$ cat src/rtl/mix_word.sv
// AES MixColumns / InvMixColumns on a single 32-bit column, mode chosen per word.
// Latency: 1 cycle (registered output), one word per clock.
// Backpressure: none; a word is accepted on every cycle that in_valid is high.
module mix_word (
    input  logic        clk,
    input  logic        rst,
    input  logic        in_valid,
    input  logic        inverse,
    input  logic [31:0] word,
    output logic        out_valid,
    output logic [31:0] mixed_word
);

    // GF(2^8) multiply by 2, reduced modulo x^8+x^4+x^3+x+1.
    function automatic logic [7:0] xtime(input logic [7:0] x);
        return {x[6:0], 1'b0} ^ (x[7] ? 8'h1B : 8'h00);
    endfunction

    logic [7:0] a [4];
    logic [7:0] m2 [4];
    logic [7:0] m3 [4];
    logic [7:0] m4 [4];
    logic [7:0] m8 [4];
    logic [7:0] m9 [4];
    logic [7:0] mb [4];
    logic [7:0] md [4];
    logic [7:0] me [4];
    logic [7:0] fwd [4];
    logic [7:0] inv [4];
    logic [31:0] result;

    always_comb begin
        for (int i = 0; i < 4; i++) begin
            a[i]  = word[31-8*i -: 8];
            m2[i] = xtime(a[i]);
            m4[i] = xtime(m2[i]);
            m8[i] = xtime(m4[i]);
            m3[i] = m2[i] ^ a[i];
            m9[i] = m8[i] ^ a[i];
            mb[i] = m8[i] ^ m2[i] ^ a[i];
            md[i] = m8[i] ^ m4[i] ^ a[i];
            me[i] = m8[i] ^ m4[i] ^ m2[i];
        end

        fwd[0] = m2[0] ^ m3[1] ^ a[2]  ^ a[3];
        fwd[1] = a[0]  ^ m2[1] ^ m3[2] ^ a[3];
        fwd[2] = a[0]  ^ a[1]  ^ m2[2] ^ m3[3];
        fwd[3] = m3[0] ^ a[1]  ^ a[2]  ^ m2[3];

        inv[0] = me[0] ^ mb[1] ^ md[2] ^ m9[3];
        inv[1] = m9[0] ^ me[1] ^ mb[2] ^ md[3];
        inv[2] = md[0] ^ m9[1] ^ me[2] ^ mb[3];
        inv[3] = mb[0] ^ md[1] ^ m9[2] ^ me[3];

        result = inverse ? {inv[0], inv[1], inv[2], inv[3]}
                         : {fwd[0], fwd[1], fwd[2], fwd[3]};
    end

    always_ff @(posedge clk) begin
        if (rst) begin
            out_valid  <= 1'b0;
            mixed_word <= 32'h0;
        end else begin
            out_valid <= in_valid;
            if (in_valid) begin
                mixed_word <= result;
            end
        end
    end

endmodule

$ cat config.mk
export PLATFORM = sky130hd
export DESIGN_NAME = mix_word
export DESIGN_NICKNAME = d
export VERILOG_FILES = /design/src/rtl/mix_word.sv
export SDC_FILE = /design/constraint.sdc
export NUM_CORES = 1
export LEC_CHECK = 0
export BUFFER_PORTS_ARGS = -buffer_cell sky130_fd_sc_hd__buf_2
export CAP_MARGIN = 20
export CELL_PAD_IN_SITES_DETAIL_PLACEMENT = 0
export CELL_PAD_IN_SITES_GLOBAL_PLACEMENT = 1
export CORE_ASPECT_RATIO = 1.2
export CORE_MARGIN = 2
export CORE_UTILIZATION = 35
export DETAILED_ROUTE_END_ITERATION = 10
export PLACE_DENSITY = 0.79
export SYNTH_ARGS = -nofsm -noshare
export SYNTH_HDL_FRONTEND = slang
export SYNTH_SLANG_ARGS = --single-unit
$ cat constraint.sdc
create_clock -name clk -period 2.1 [get_ports clk]
set_input_delay 0.315 -clock clk [delete_from_list [all_inputs] [get_ports clk]]
set_output_delay 0.315 -clock clk [all_outputs]
set_load 0.01 [all_outputs]
== Yosys cells after proc, flatten, opt, wreduce, memory -nomap -nowiden ==
Cells that the tools add are included.
Word-level totals
  flip-flop bits (word level): 33
  latch bits: 0
  memory bits (writable): 0
  memory bits (read-only): 0
  output and inout bits: 33
  word-level logic and storage cells: 79
  memories: 0
Cells by class
  add/sub/neg operators: 0
  multipliers: 0
  div/mod/pow operators: 0
  $lt $le $gt $ge: 0
  equal/unequal tests: 0
  shift-type cells: 0
  multiplexer cells: 13
  bitwise gates (word level): 64
  reduce and logical (&&, ||, !) cells: 0
Operators by type and width (count)
  $xor 8x8->8: 52
  $xor 8x5->8: 12
  $mux 5: 12
  $mux 32: 1

== Longest topological paths before layout ==
  word-level depth: 12
  gate-level depth with buffers: 7
  mapped depth without buffers: 6

== Worst setup path after synthesis ==
OpenSTA, ideal clock, no wires.
  kind: input to register
  from: input word[22]
  to: register mixed_word[19]
  setup time: 0.132 ns
  arrival time: 1.963 ns
  data required time: 1.968 ns
  slack: 0.005 ns
  stages on the path: 7
  cells stage by stage: buf_4 xor2_2 xor3_1 xnor2_1 xor3_1 a21oi_1 nor3_1
Between the ends
  longest elaborated chain between the ends: 9
RTL lines
  from (decl): line 9  | input logic [31:0] word,
  $xor 8x5->8: line 16  | return {x[6:0], 1'b0} ^ (x[7] ? 8'h1B : 8'h00);
  $mux 5: line 16
  $xor 8x5->8: line 16
  $xor 8x8->8 (2 in series): line 42  | me[i] = m8[i] ^ m4[i] ^ m2[i];
  $xor 8x8->8 (3 in series): line 51  | inv[1] = m9[0] ^ me[1] ^ mb[2] ^ md[3];
  $mux 32: line 55  | result = inverse ? {inv[0], inv[1], inv[2], inv[3]}
  to (signal assigned): line 66  | mixed_word <= result;
  to (decl): line 11  | output logic [31:0] mixed_word
No other way between the ends.
A chain may end at the register's enable or synchronous reset.

== Final worst setup path ==
  from: input word[29]
  to: register mixed_word[19]
Between the ends
  longest elaborated chain between the ends: 9
RTL lines
  $xor 8x5->8 (2 in series): line 16
  $mux 5: line 16
  $xor 8x5->8: line 16
  $xor 8x8->8: line 39  | m9[i] = m8[i] ^ a[i];
  $xor 8x8->8 (3 in series): line 51
  $mux 32: line 55
No other way between the ends.

==> impl_metrics.toml <==
[status]
status = "complete, no violations"

[cts]
clk_pin_slew_ps = 50
cts_max_path_buffers = 2
htreeDepth = 2
clk_latency_ps = 270
cts_sinks = 33
hold_buffers = 0
cts_setup_buffers = 0
cts_tree = "built"
clock-root-buffer = "clkbuf_16"
cts_made_buffers = 5
cts_resized = 0

[final_layout]
area_delta_synth_final_pct = 26.8
num_antenna_cells = 0
n_fill_cell = 1053
fin_nets = 554
drive_gt1_frac = 0.316
final_core_util = 0.453
final_common_cell = "xnor2_1"
most-common-layout-cells = "151 x xnor2_1, 74 x buf_4, 68 x buf_2"

[timing]
fmax_mhz = 506
fin_ws_ps = 122
slew_viol_final = 0
worst_slew_pin_slew_ps = 756
max_slew_margin = 0.493
finalHoldViolCount = 0
rsz0062_at_grt = "false"
post-route-period-util = 0.942
clock_skew_ps = 0
setup_viol = 0
min_period_ps = 1980

[routing]
dr_wl_met2_um = 5180
dr.pass1.iters = 4
wl_met3_um = 364
vias = 3021
wl_um = 10400
wl_met1_um = 4540
vias_per_cell = 4.64
top_layer_used = "met4"
drt.antenna.violating_nets = 0
wire_per_inst_um = 16.0
first_iter_violations = 121
drcViolationCount = 0

[synthesis]
yosysTopAreaCellShare = 0.337
ys_ff_latch = 33
synthCells = 407
yosys_warnings = 0
syn-mean-instance-area_um2 = 9.65
syn_nets = 443
synth_seq_area_share = 0.168
netlist_area_mm2 = 0.00393
yosysTopAreaCell = "xnor2_1"
yosysUniqueCellTypes = 29
synth_area_leaders = "xnor2_1 34%, dfxtp_1 17%, xnor3_1 9.8%, xor2_1 8.9%, a211oi_1 4.4%"

[pwr]
power_leakage_nw = 2.18
pwr_density_cell_mw_per_mm2 = 830
ir_worst_vdd_uv = 346

[global_route]
gr-usage-all-layers = 0.175
grt_max_degree = 34
grt_pass1_wl_um = 16200
globalRouteOverflowTotal = 0
grt_pass1_vias = 3046
grt_antenna_before_repair = 0

[critical_path]
crit_arrival_ps = 2120
crit_required_ps = 2240
critical_path_class = "input port to flip-flop"
cp-start-kind = "input port"
reg2reg_depth = 2
cp_max_fo = 5
cp-end-kind = "flip-flop"

[floorplanning]
coreArea_mm2 = 0.0110
ioPinCount = 69
rows = 42
design.die.area_mm2 = 0.0121
fp.dieW_um = 101
die_h_um = 120
initial_core_util = 0.357

[place]
gp_congestion = 0.924
port_buffers = 68
hpwl_um = 8900
dp_worst_setup_slack_ps = -200

[worst_hold_path]
min_path_cells = 2
hold_path_class = "flip-flop to flip-flop"

[flow_run]
drv_cap = 0
cells by family after synthesis:
logic type | after synthesis | synth area share
buf+inv | 40 | 0.0519
mux | 1 | 0.00255
xor+xnor | 228 | 0.638
compound gates | 49 | 0.0809
flops | 33 | 0.168
simple gates | 56 | 0.0583
cell usage after synthesis, drive strengths merged:
master,count
xor2,45
nor3,7
nor2,37
mux2i,1
a21oi,14
dfxtp,33
inv,1
a211oi,23
nand2b,1
xnor2,155
xnor3,22
o21ai,6
buf,20
xor3,6
and2,1
clkbuf,19
o22ai,3
nor2b,2
nand2,8
a311oi,3
sequential cells by signal (all words and copies together), names as in the netlist:
| register | flops |
|---|---|
| mixed_word | 32 |
| out_valid | 1 |
power by group:
group / internal, mW / leakage (nW) / switching, mW
logic: 1.36 / 1.82 / 1.16
registers: 0.727 / 0.274 / 0.0477
clock network: 0.592 / 0.0841 / 0.250
critical path, cell delays in order:
cell and delay, ps:
buf_2 140, xnor2_1 230, buf_4 170, xnor3_1 250, xnor2_1 180, buf_4 150, xor3_1 390, a21oi_1 220
nor3_1 70
cell type report:
class                      count  area, um^2  share of cell area
clock buffer                   7         143              0.0286
clock inverter                 1        30.0             0.00603
inverter                       1        3.75            0.000754
multi-input combinational    334        3060               0.615
sequential                    33         661               0.133
tap                          132         165              0.0332
timing repair buffer         143         916               0.184
stage by stage:
step / std cells / power (mW) / setup TNS [ps] / hold WS [ps] / cell area [um^2]
floorplan: 407 / 2.61 / 0 / 495 / 3930
global placement: 643 / 3.26 / -343 / 465 / 4810
detailed placement: 643 / 3.30 / -698 / 467 / 4810
CTS: 651 / 4.16 / 0 / 478 / 4980
global route: 651 / 4.37 / 0 / 498 / 4980
finish: 651 / 4.13 / 0 / 473 / 4980
worst paths after layout:
path	from	endpoint	slack, ps
hold / removal	mixed_word[19]	mixed_word[19]	470
setup reg to reg	mixed_word[11]	mixed_word[11]	1330
setup / recovery	word[29]	mixed_word[19]	120
hold reg to reg	mixed_word[19]	mixed_word[19]	470
metal layers:
layer | up-vias | GRT usage
met2 | 63 | 0.303
met4 | 0 | 0.0651
met5 | - | 0
li1 | 1532 | -
met1 | 1407 | 0.220
met3 | 19 | 0.0233
Power figures use the tool's default switching activity.
